==> config.mk <==
export PLATFORM = sky130hd
export DESIGN_NAME = vga_rx_flat
export DESIGN_NICKNAME = d
export VERILOG_FILES = /design/src/rtl/vga_rx_if.sv /design/src/rtl/vga_rx.sv /design/src/flat_wrapper.sv
export SDC_FILE = /design/constraint.sdc
export NUM_CORES = 1
export LEC_CHECK = 0
export ABC_AREA = 1
export BUFFER_PORTS_ARGS = -buffer_cell sky130_fd_sc_hd__buf_4
export CAP_MARGIN = 30
export CELL_PAD_IN_SITES_DETAIL_PLACEMENT = 1
export CELL_PAD_IN_SITES_GLOBAL_PLACEMENT = 2
export CORE_MARGIN = 1.5
export CORE_UTILIZATION = 35
export CTS_CLUSTER_SIZE = 24
export DETAILED_ROUTE_END_ITERATION = 10
export GPL_TIMING_DRIVEN = 0
export PLACE_DENSITY_LB_ADDON = 0.1
export REMOVE_ABC_BUFFERS = 1
export SYNTH_ARGS = -nofsm -noshare
export SYNTH_HDL_FRONTEND = slang
export SYNTH_SLANG_ARGS = --single-unit
==> constraint.sdc <==
create_clock -name clk -period 3.97 [get_ports clk]
set_input_delay 0.794 -clock clk [delete_from_list [all_inputs] [get_ports clk]]
set_output_delay 0.794 -clock clk [all_outputs]
set_load 0.01 [all_outputs]
==> src/rtl/vga_rx_if.sv <==
// ---------------------------------------------------------------------------
// vga_rx_if
// Bundles the sampled VGA stream (hs, vs, rgb) and the recovered pixel/status
// outputs of vga_rx.
//   master : stream source / consumer side (drives hs, vs, rgb)
//   slave  : vga_rx side (drives pix_*, frame_start, locked, err)
// Signals:
//   hs, vs       horizontal / vertical sync, active-high pulses
//   rgb[11:0]    pixel color {R[3:0],G[3:0],B[3:0]}
//   pix_valid    one-clock strobe qualifying pix_x / pix_y / pix_rgb
//   pix_x/pix_y  active column / row
//   pix_rgb      captured color
//   frame_start  one-clock pulse per VS rising edge
//   locked       timing lock status
//   err          one-clock pulse per timing mismatch while acquiring/locked
// ---------------------------------------------------------------------------
interface vga_rx_if;
    logic        hs;
    logic        vs;
    logic [11:0] rgb;
    logic        pix_valid;
    logic [9:0]  pix_x;
    logic [9:0]  pix_y;
    logic [11:0] pix_rgb;
    logic        frame_start;
    logic        locked;
    logic        err;

    modport master (
        output hs, vs, rgb,
        input  pix_valid, pix_x, pix_y, pix_rgb, frame_start, locked, err
    );

    modport slave (
        input  hs, vs, rgb,
        output pix_valid, pix_x, pix_y, pix_rgb, frame_start, locked, err
    );
endinterface

==> src/rtl/vga_rx.sv <==
// ---------------------------------------------------------------------------
// vga_rx
// Receive side of the VGA display path. Registers the incoming HS/VS/RGB
// stream, tracks line/frame timing with phase/column/line counters, locks
// onto the frame timing after LOCK_FRAMES consecutive good frames and then
// emits one strobe per active pixel with its coordinates and color.
// Ports:
//   clk   system clock (same clock and pixel-strobe ratio as the source)
//   rst   synchronous reset, active low
//   bus   vga_rx_if.slave: hs/vs/rgb in; pix_valid, pix_x, pix_y, pix_rgb,
//         frame_start, locked, err out (all outputs registered)
// ---------------------------------------------------------------------------
module vga_rx #(
    parameter int CLKS_PER_PIX = 4,
    parameter int SAMPLE_PHASE = 2,
    parameter int H_TOTAL      = 800,
    parameter int V_TOTAL      = 525,
    parameter int H_START      = 144,
    parameter int V_START      = 35,
    parameter int H_ACTIVE     = 640,
    parameter int V_ACTIVE     = 480,
    parameter int LOCK_FRAMES  = 2
) (
    input  logic    clk,
    input  logic    rst,
    vga_rx_if.slave bus
);

    localparam int              PH_W       = (CLKS_PER_PIX > 1) ? $clog2(CLKS_PER_PIX) : 1;
    localparam logic [PH_W-1:0] PH_LAST    = PH_W'(CLKS_PER_PIX - 1);
    localparam logic [PH_W-1:0] PH_ONE     = PH_W'(1);
    localparam logic [PH_W-1:0] PH_SAMPLE  = PH_W'(SAMPLE_PHASE);
    localparam logic [11:0]     LINE_LAST  = 12'(H_TOTAL * CLKS_PER_PIX - 1);
    localparam logic [11:0]     LCLK_MAX   = 12'hFFF;
    localparam logic [11:0]     LCLK_PRE   = 12'hFFE;
    localparam logic [9:0]      FRAME_LAST = 10'(V_TOTAL - 1);
    localparam logic [9:0]      H_LO       = 10'(H_START);
    localparam logic [9:0]      H_HI       = 10'(H_START + H_ACTIVE);
    localparam logic [9:0]      V_LO       = 10'(V_START);
    localparam logic [9:0]      V_HI       = 10'(V_START + V_ACTIVE);
    localparam logic [7:0]      LOCK_N     = 8'(LOCK_FRAMES);

    typedef enum logic [1:0] {
        ST_SEARCH  = 2'd0,
        ST_ACQUIRE = 2'd1,
        ST_LOCKED  = 2'd2
    } state_t;

    // Saturating 10-bit increment: position counters stick at 1023 instead
    // of wrapping so a missing sync never aliases back into the active area.
    function automatic logic [9:0] sat_inc10(input logic [9:0] v);
        logic [9:0] res;
        if (v == 10'h3FF) begin
            res = v;
        end else begin
            res = v + 10'd1;
        end
        return res;
    endfunction

    // input stage
    logic            r_hs_q;
    logic            r_hs_q2;
    logic            r_vs_q;
    logic            r_vs_q2;
    logic [11:0]     r_rgb_q;

    // timing counters
    logic [PH_W-1:0] r_phase;
    logic [9:0]      r_hcnt;
    logic [9:0]      r_vcnt;
    logic [11:0]     r_lclk;

    // lock FSM
    state_t          r_state;
    state_t          w_state_nxt;
    logic [7:0]      r_good_cnt;
    logic [7:0]      w_good_nxt;

    // outputs
    logic            r_pix_valid;
    logic [9:0]      r_pix_x;
    logic [9:0]      r_pix_y;
    logic [11:0]     r_pix_rgb;
    logic            r_frame_start;
    logic            r_locked;
    logic            r_err;

    logic            w_hs_rise;
    logic            w_vs_rise;
    logic            w_line_bad;
    logic            w_frame_bad;
    logic            w_los;
    logic            w_mismatch;
    logic            w_in_window;
    logic            w_pix_hit;

    assign w_hs_rise = r_hs_q & ~r_hs_q2;
    assign w_vs_rise = r_vs_q & ~r_vs_q2;

    // Checks run on the counter values just before the HS/VS rise clears them.
    assign w_line_bad  = w_hs_rise && (r_lclk != LINE_LAST);
    assign w_frame_bad = w_vs_rise && (r_vcnt != FRAME_LAST);
    // Fires only on the step into 4095, so a dead HS reports once per outage.
    assign w_los       = !w_hs_rise && (r_lclk == LCLK_PRE);
    assign w_mismatch  = w_line_bad || w_frame_bad || w_los;

    assign w_in_window = (r_phase == PH_SAMPLE)
                      && (r_hcnt >= H_LO) && (r_hcnt < H_HI)
                      && (r_vcnt >= V_LO) && (r_vcnt < V_HI);
    assign w_pix_hit   = (r_state == ST_LOCKED) && w_in_window;

    // Input register plus second sync stage for edge detection.
    always_ff @(posedge clk) begin
        if (!rst) begin
            r_hs_q  <= 1'b0;
            r_hs_q2 <= 1'b0;
            r_vs_q  <= 1'b0;
            r_vs_q2 <= 1'b0;
            r_rgb_q <= 12'h000;
        end else begin
            r_hs_q  <= bus.hs;
            r_hs_q2 <= r_hs_q;
            r_vs_q  <= bus.vs;
            r_vs_q2 <= r_vs_q;
            r_rgb_q <= bus.rgb;
        end
    end

    // Pixel phase and column counters, re-aligned on every HS rise.
    always_ff @(posedge clk) begin
        if (!rst) begin
            r_phase <= '0;
            r_hcnt  <= 10'd0;
        end else if (w_hs_rise) begin
            r_phase <= '0;
            r_hcnt  <= 10'd0;
        end else if (r_phase == PH_LAST) begin
            r_phase <= '0;
            r_hcnt  <= sat_inc10(r_hcnt);
        end else begin
            r_phase <= r_phase + PH_ONE;
        end
    end

    // Line counter: VS rise clears it with priority over the HS increment.
    always_ff @(posedge clk) begin
        if (!rst) begin
            r_vcnt <= 10'd0;
        end else if (w_vs_rise) begin
            r_vcnt <= 10'd0;
        end else if (w_hs_rise) begin
            r_vcnt <= sat_inc10(r_vcnt);
        end else begin
            r_vcnt <= r_vcnt;
        end
    end

    // Clocks since the last HS rise, saturating as the loss-of-signal marker.
    always_ff @(posedge clk) begin
        if (!rst) begin
            r_lclk <= 12'd0;
        end else if (w_hs_rise) begin
            r_lclk <= 12'd0;
        end else if (r_lclk != LCLK_MAX) begin
            r_lclk <= r_lclk + 12'd1;
        end else begin
            r_lclk <= r_lclk;
        end
    end

    // Lock FSM state register.
    always_ff @(posedge clk) begin
        if (!rst) begin
            r_state    <= ST_SEARCH;
            r_good_cnt <= 8'd0;
        end else begin
            r_state    <= w_state_nxt;
            r_good_cnt <= w_good_nxt;
        end
    end

    // Lock FSM next state: any mismatch outside SEARCH restarts acquisition;
    // a VS rise counts as a good frame only when nothing failed on that clock.
    always_comb begin
        w_state_nxt = r_state;
        w_good_nxt  = r_good_cnt;
        case (r_state)
            ST_SEARCH: begin
                if (w_vs_rise) begin
                    w_state_nxt = ST_ACQUIRE;
                    w_good_nxt  = 8'd0;
                end else begin
                    w_state_nxt = ST_SEARCH;
                end
            end
            ST_ACQUIRE: begin
                if (w_mismatch) begin
                    w_state_nxt = ST_SEARCH;
                    w_good_nxt  = 8'd0;
                end else if (w_vs_rise) begin
                    w_good_nxt = r_good_cnt + 8'd1;
                    if ((r_good_cnt + 8'd1) >= LOCK_N) begin
                        w_state_nxt = ST_LOCKED;
                    end else begin
                        w_state_nxt = ST_ACQUIRE;
                    end
                end else begin
                    w_state_nxt = ST_ACQUIRE;
                end
            end
            ST_LOCKED: begin
                if (w_mismatch) begin
                    w_state_nxt = ST_SEARCH;
                    w_good_nxt  = 8'd0;
                end else begin
                    w_state_nxt = ST_LOCKED;
                end
            end
            default: begin
                w_state_nxt = ST_SEARCH;
                w_good_nxt  = 8'd0;
            end
        endcase
    end

    // Registered outputs; locked follows the next state so it rises together
    // with the FSM entering LOCKED and falls together with err.
    always_ff @(posedge clk) begin
        if (!rst) begin
            r_pix_valid   <= 1'b0;
            r_pix_x       <= 10'd0;
            r_pix_y       <= 10'd0;
            r_pix_rgb     <= 12'h000;
            r_frame_start <= 1'b0;
            r_locked      <= 1'b0;
            r_err         <= 1'b0;
        end else begin
            r_frame_start <= w_vs_rise;
            r_err         <= w_mismatch && (r_state != ST_SEARCH);
            r_locked      <= (w_state_nxt == ST_LOCKED);
            r_pix_valid   <= w_pix_hit;
            if (w_pix_hit) begin
                r_pix_x   <= r_hcnt - H_LO;
                r_pix_y   <= r_vcnt - V_LO;
                r_pix_rgb <= r_rgb_q;
            end
        end
    end

    assign bus.pix_valid   = r_pix_valid;
    assign bus.pix_x       = r_pix_x;
    assign bus.pix_y       = r_pix_y;
    assign bus.pix_rgb     = r_pix_rgb;
    assign bus.frame_start = r_frame_start;
    assign bus.locked      = r_locked;
    assign bus.err         = r_err;

endmodule

==> src/flat_wrapper.sv <==
// flat-port wrapper written by rule: the top's interface ports become plain ports
module vga_rx_flat 
#(
    parameter int CLKS_PER_PIX = 4,
    parameter int SAMPLE_PHASE = 2,
    parameter int H_TOTAL      = 800,
    parameter int V_TOTAL      = 525,
    parameter int H_START      = 144,
    parameter int V_START      = 35,
    parameter int H_ACTIVE     = 640,
    parameter int V_ACTIVE     = 480,
    parameter int LOCK_FRAMES  = 2
)
  (clk, rst, bus_hs, bus_vs, bus_rgb, bus_pix_valid, bus_pix_x, bus_pix_y, bus_pix_rgb, bus_frame_start, bus_locked, bus_err);
  vga_rx_if bus_i ();
  input  logic clk;
  input  logic rst;
  input wire logic [$bits(bus_i.hs)-1:0] bus_hs;
  input wire logic [$bits(bus_i.vs)-1:0] bus_vs;
  input wire logic [$bits(bus_i.rgb)-1:0] bus_rgb;
  output wire logic [$bits(bus_i.pix_valid)-1:0] bus_pix_valid;
  output wire logic [$bits(bus_i.pix_x)-1:0] bus_pix_x;
  output wire logic [$bits(bus_i.pix_y)-1:0] bus_pix_y;
  output wire logic [$bits(bus_i.pix_rgb)-1:0] bus_pix_rgb;
  output wire logic [$bits(bus_i.frame_start)-1:0] bus_frame_start;
  output wire logic [$bits(bus_i.locked)-1:0] bus_locked;
  output wire logic [$bits(bus_i.err)-1:0] bus_err;
  assign bus_i.hs = bus_hs;
  assign bus_i.vs = bus_vs;
  assign bus_i.rgb = bus_rgb;
  assign bus_pix_valid = bus_i.pix_valid;
  assign bus_pix_x = bus_i.pix_x;
  assign bus_pix_y = bus_i.pix_y;
  assign bus_pix_rgb = bus_i.pix_rgb;
  assign bus_frame_start = bus_i.frame_start;
  assign bus_locked = bus_i.locked;
  assign bus_err = bus_i.err;
  vga_rx #(.CLKS_PER_PIX(CLKS_PER_PIX), .SAMPLE_PHASE(SAMPLE_PHASE), .H_TOTAL(H_TOTAL), .V_TOTAL(V_TOTAL), .H_START(H_START), .V_START(V_START), .H_ACTIVE(H_ACTIVE), .V_ACTIVE(V_ACTIVE), .LOCK_FRAMES(LOCK_FRAMES)) u_core (.clk(clk), .rst(rst), .bus(bus_i));
endmodule
==> results of run 1 <==
[state kept, by name (all words and copies together) (netlist names), 2 cells and up]
name / count
u_core.bus.pix_rgb: 12
u_core.r_lclk: 12
u_core.r_rgb_q: 12
u_core.bus.pix_x: 10
u_core.bus.pix_y: 10
u_core.r_hcnt: 10
u_core.r_vcnt: 10
u_core.r_good_cnt: 8
u_core.r_phase: 2
u_core.r_state: 2
[routing by layer]
metal	part of all wire, %	wire length (um)
met1	45	5220
met2	51	5940
met3	3.0	349
met4	1.4	161
met5	0	0
[final cells by class]
| type | count | area share [%] |
|---|---|---|
| repair buffers | 51 | 7.11 |
| well taps | 172 | 4.00 |
| multi-input cells | 446 | 40.5 |
| flip-flops and latches | 96 | 35.7 |
| clock inverters | 6 | 1.25 |
| clock buffers | 10 | 4.44 |
| inverters | 100 | 7.02 |
[Yosys cell counts, drive strengths merged]
| master | instances |
|---|---|
| nand4 | 14 |
| ha | 13 |
| buf | 6 |
| or2 | 3 |
| nand2 | 139 |
| a21oi | 27 |
| nor3 | 15 |
| inv | 100 |
| o211ai | 1 |
| xnor2 | 2 |
| a211oi | 2 |
| xor2 | 17 |
| clkbuf | 11 |
| o21bai | 1 |
| nor2 | 120 |
| o21ai | 49 |
| dfxtp | 96 |
| nand3 | 43 |
[power by group]
part	switching, uW	leakage (uW)	internal, uW	total [uW]
clock network	383	0.000145	508	890
registers	18.0	0.000780	986	1000
logic	96.5	0.00158	50.4	147
total	497	0.00250	1540	2040
[worst paths after layout]
| path | from | end | cells past startpoint |
|---|---|---|---|
| min | u_core.r_vs_q2$_SDFF_PN0_ | u_core.bus.frame_start$_SDFF_PN0_ | 1 |
| max | u_core.r_hcnt[4]$_SDFFE_PP0P_ | u_core.bus.pix_x[5]$_SDFFE_PN0P_ | 11 |
| min reg2reg | u_core.r_vs_q2$_SDFF_PN0_ | u_core.bus.frame_start$_SDFF_PN0_ | 1 |
| max reg2reg | u_core.r_hcnt[4]$_SDFFE_PP0P_ | u_core.bus.pix_x[5]$_SDFFE_PN0P_ | 11 |
[per-stage QoR]
| step | worst slack [ns] | utilization (%) |
|---|---|---|
| 2_1_floorplan | 2.06 | - |
| 3_3_place_gp | 0.785 | 39.9 |
| 3_5_place_dp | 0.815 | 39.9 |
| 4_1_cts | 1.17 | 42.3 |
| 5_1_grt | 0.963 | 42.3 |
| 6_report | 1.31 | 42.3 |
[cells by family after synthesis]
kind of cell / after synthesis / synth area share, %
simple gates: 334 / 31.3
flops: 96 / 41.9
fa+ha+maj: 13 / 3.55
compound gates: 80 / 9.03
buf+inv: 117 / 10.5
xor+xnor: 19 / 3.63
[worst register-to-register path, cell delays in order (launching register included)]
cell and delay (ns):
dfxtp_1 0.36, inv_1 0.16, ha_1 0.23, nand2_2 0.08, o21ai_0 0.16, nand3_1 0.09, nor2_1 0.13, nand3_2 0.54
inv_4 0.56, nand2_1 0.13, nand2_1 0.08, nor2_1 0.04
==> impl_metrics.py, run 1 <==
metrics = {
    "setup_path": {
        "regToRegSetupSlack_ns": 1.31,
        "crit_path_end_kind": "flip-flop",
        "max_stage_delay_ns": 0.56,
        "crit_chain": "inv_1 > ha_1 > nand2_2 > o21ai_0 > nand3_1 > nor2_1 > nand3_2 > inv_4 > nand2_1 > nand2_1 > nor2_1",
        "startpoint_type": "flip-flop",
        "crit_required_ns": 4.21,
        "slowest_stage": "inv_4",
        "critical_path_class": "reg2reg",
        "crit_arrival_ns": 2.90,
        "critPathBufInv": 2,
        "crit_family": "simple AND/OR/NAND/NOR gates",
        "path_max_fanout": 34,
    },
    "sta": {
        "final-setup-viol-count": 0,
        "relSlewSlack_pct": 49.5,
        "setup_tns_ns": 0,
        "hold_viol": 0,
        "fmax_ghz": 0.375,
        "holdWs_ns": 0.424,
        "rsz0062_at_grt": "no",
        "period_share_pct": 67.1,
        "final-max-slew-violation-count": 0,
        "fin_crit_ns": 2.66,
        "tightest_slew_ns": 0.755,
        "finalClockSkew_ns": 0.00676,
    },
    "synthesis": {
        "ys_seq_area_share_pct": 41.9,
        "netlist_instances": 659,
        "synth_cell_types": 30,
        "yosysTopAreaCellShare_pct": 41.9,
        "avgSynthCellArea_um2": 6.96,
        "synth_seq_cells": 96,
        "syn-cell-area_um2": 4580,
        "synth_area_leaders": "dfxtp_1 42%, nand2_1 11%, nor2_1 9.6%, inv_1 7.5%, o21ai_0 5.2%",
        "synth_top_area_cell": "dfxtp_1",
        "yosysWarnings": 0,
    },
    "die": {
        "die-height_um": 117,
        "core_area_um2": 12700,
        "start_util_pct": 36.0,
        "die_x_um": 117,
        "num_io_pins": 52,
        "die_area_um2": 13800,
        "placementRows": 41,
    },
    "detailed_routing": {
        "firstDrtPassIters": 4,
        "wl_mm": 11.7,
        "wl_per_cell_um": 13.2,
        "drc": 0,
        "ant_nets": 0,
        "via_count": 4205,
        "drt_iter0_drc": 181,
        "viasPerCell": 4.77,
    },
    "finish": {
        "drive_gt1_share_pct": 13.0,
        "layout_common_cells": "134 x nand2_1, 117 x nor2_1, 96 x dfxtp_1",
        "num-fill-cells": 1661,
        "seq_area_um2": 1920,
        "antenna_cells": 0,
        "final_common_cell": "nand2_1",
        "postLayoutCellArea_um2": 5380,
        "layout.nets": 733,
        "finalNonFillerCells": 881,
        "area_growth_pct": 17.4,
        "multi_input_area_um2": 2180,
    },
    "clocking": {
        "clk_pin_slew_ns": 0.07,
        "cts_tree": "done",
        "postCtsSetupRepairBufs": 0,
        "clockRootBuffer": "clkbuf_16",
        "clk_path_buf_depth": 2,
        "worstSkewPairLatency_ns": 0.35,
        "hold_buffers": 0,
        "clock-sinks": 96,
        "cts_resized": 0,
        "cts_buffers": 9,
        "cts_max_level": 3,
    },
    "power_and_ir_drop": {
        "power_density_nw_per_um2": 379,
        "design_power_total_uw": 2040,
        "ir_drop_mv": 0.179,
        "leakage_uw": 0.00250,
    },
    "placed_design": {
        "gp_congestion": 0.735,
        "placed_cells": 865,
        "placed_cell_area_um2": 5080,
        "dp_hpwl_mm": 8.42,
        "io_buffers": 51,
    },
    "global_routing": {
        "grt_use_total_pct": 18.0,
        "grt_pass1_wl_mm": 20.3,
        "grt_pass1_vias": 4397,
        "met1_usage_pct": 20.7,
        "grt_max_degree": 59,
        "gr-total-overflow": 0,
        "antenna_found_initial": 0,
        "busiest_layer": "met2",
        "gr-usage-met3_pct": 3.79,
        "use_met2_pct": 32.9,
    },
    "flow_run": {
        "max_cap_viol_count": 0,
    },
    "status": {
        "status": "finished clean",
    },
    "min_path": {
        "hold_class": "reg2reg",
    },
}
Power figures use the tool's default switching activity.
==> inputs of run 2 (changes only) <==
Settings changed: CORE_UTILIZATION 35 to 33.
Clock period 3.97 ns to 2.5 ns, I/O delays scaled along.
==> run 2 against run 1 <==
- non-clock buffer count grew 3
- total power grew 59%
- sequential power grew 60%
- critical path type unchanged
- largest cell class unchanged
==> impl_metrics.py, run 2 (synthesis results as in run 1) <==
metrics = {
    "placed_design": {
        "gp_congestion": 0.806,
        "preCtsSetupSlack_ns": -0.494,
        "placed_cells": 869,
        "dp_hpwl_mm": 8.19,
        "io_buffers": 51,
    },
    "die": {
        "core_area_um2": 13400,
        "num_io_pins": 52,
        "placementRows": 42,
        "die_area_um2": 14600,
        "die-height_um": 121,
        "start_util_pct": 34.2,
        "die_x_um": 121,
    },
    "global_routing": {
        "grt_use_total_pct": 17.1,
        "grt_max_degree": 59,
        "antenna_found_initial": 0,
        "grt_pass1_wl_mm": 19.9,
        "grt_pass1_vias": 4132,
        "gr-total-overflow": 0,
    },
    "clocking": {
        "clockRootBuffer": "clkbuf_16",
        "clk_path_buf_depth": 2,
        "cts_tree": "done",
        "clk_pin_slew_ns": 0.07,
        "cts_max_level": 3,
        "cts_buffers": 9,
        "worstSkewPairLatency_ns": 0.35,
        "clock-sinks": 96,
        "hold_buffers": 0,
    },
    "sta": {
        "finalClockSkew_ns": 0.00605,
        "rsz0062_at_grt": "no",
        "setup_slack_ns": 0.318,
        "relSlewSlack_pct": 48.6,
        "final-setup-viol-count": 0,
        "tightest_slew_ns": 0.768,
        "holdWs_ns": 0.332,
        "fmax_ghz": 0.458,
        "period_share_pct": 87.3,
        "hold_viol": 0,
        "final-max-slew-violation-count": 0,
        "setup_tns_ns": 0,
        "fin_crit_ns": 2.18,
    },
    "detailed_routing": {
        "via_count": 4191,
        "drc": 0,
        "ant_nets": 0,
        "firstDrtPassIters": 4,
        "wl_mm": 11.9,
        "wl_per_cell_um": 13.4,
        "drt_iter0_drc": 124,
        "viasPerCell": 4.71,
    },
    "setup_path": {
        "slowest_stage": "dfxtp_1",
        "crit_path_end_kind": "flip-flop",
        "crit_required_ns": 2.73,
        "crit_arrival_ns": 2.42,
        "startpoint_type": "flip-flop",
        "path_max_fanout": 7,
        "max_stage_delay_ns": 0.35,
        "critPathBufInv": 2,
        "critical_path_class": "reg2reg",
        "crit_family": "simple AND/OR/NAND/NOR gates",
        "crit_chain": "inv_1 > ha_1 > nand2_2 > o21ai_0 > nand3_1 > nor2_1 > nand3_4 > buf_4 > o21ai_0 > nor2_1",
    },
    "finish": {
        "layout_common_cells": "134 x nand2_1, 116 x nor2_1, 96 x dfxtp_1",
        "finalNonFillerCells": 889,
        "area_growth_pct": 18.9,
        "drive_gt1_share_pct": 13.6,
        "layout.nets": 737,
        "antenna_cells": 0,
        "final_common_cell": "nand2_1",
        "num-fill-cells": 1716,
    },
    "power_and_ir_drop": {
        "ir_drop_mv": 0.326,
        "leakage_uw": 0.00252,
        "power_density_nw_per_um2": 595,
    },
    "min_path": {
        "hold_class": "in2reg",
    },
    "flow_run": {
        "max_cap_viol_count": 0,
    },
    "status": {
        "status": "finished clean",
    },
}
-- run 2: metrics by stage --
stage               area [um2]  power, uW  utilization (%)
global placement          5080       1860             37.9
detailed placement        5080       1870             37.9
finish                    5450       3240             40.7
global route              5450       3400             40.7
CTS                       5400       3300             40.3
floorplan                 4480       1770                -
-- run 2: tightest hold or removal path: stages --
cell and delay (ns):
buf_4 0.08, nand2_1 0.04, inv_1 0.04
-- run 2: worst paths after layout --
path | start | endpoint | slack, ns | cells after the start
worst max-delay path | u_core.r_hcnt[4]$_SDFFE_PP0P_ | u_core.bus.pix_rgb[2]$_SDFFE_PN0P_ | 0.32 | 10
worst min-delay path | bus_rgb[9] | u_core.r_rgb_q[9]$_SDFF_PN0_ | 0.33 | 3
worst max register to register | u_core.r_hcnt[4]$_SDFFE_PP0P_ | u_core.bus.pix_rgb[2]$_SDFFE_PN0P_ | 0.32 | 10
worst min register to register | u_core.r_vs_q2$_SDFF_PN0_ | u_core.bus.frame_start$_SDFF_PN0_ | 0.42 | 1
-- run 2: per-layer routing --
layer	track usage [%]	share of wire (%)	vias up
met4	7.43	1.9	0
met1	21.5	47	1971
li1	-	-	2163
met3	2.35	2.2	14
met2	29.2	49	43
met5	0	0	-
-- run 2: final cells by class --
class | count | area [um2] | area share, %
flip-flops and latches | 96 | 1920 | 35.3
multi-input cells | 447 | 2210 | 40.5
clock inverters | 5 | 55.1 | 1.01
clock buffers | 11 | 253 | 4.64
well taps | 176 | 220 | 4.04
repair buffers | 54 | 405 | 7.44
inverters | 100 | 388 | 7.12
-- run 2: where the power goes --
group / leakage, uW / switching [uW] / internal [uW]
registers: 0.000780 / 29.5 / 1570
clock network: 0.000148 / 590 / 826
logic: 0.00159 / 152 / 80.3
-- run 2: what timing repair did --
item	in CTS	in global routing
pin swaps	0	1
gates resized for setup	3	3
setup buffers	0	3
gates cloned	0	1
endpoints found under the setup margin	35	32
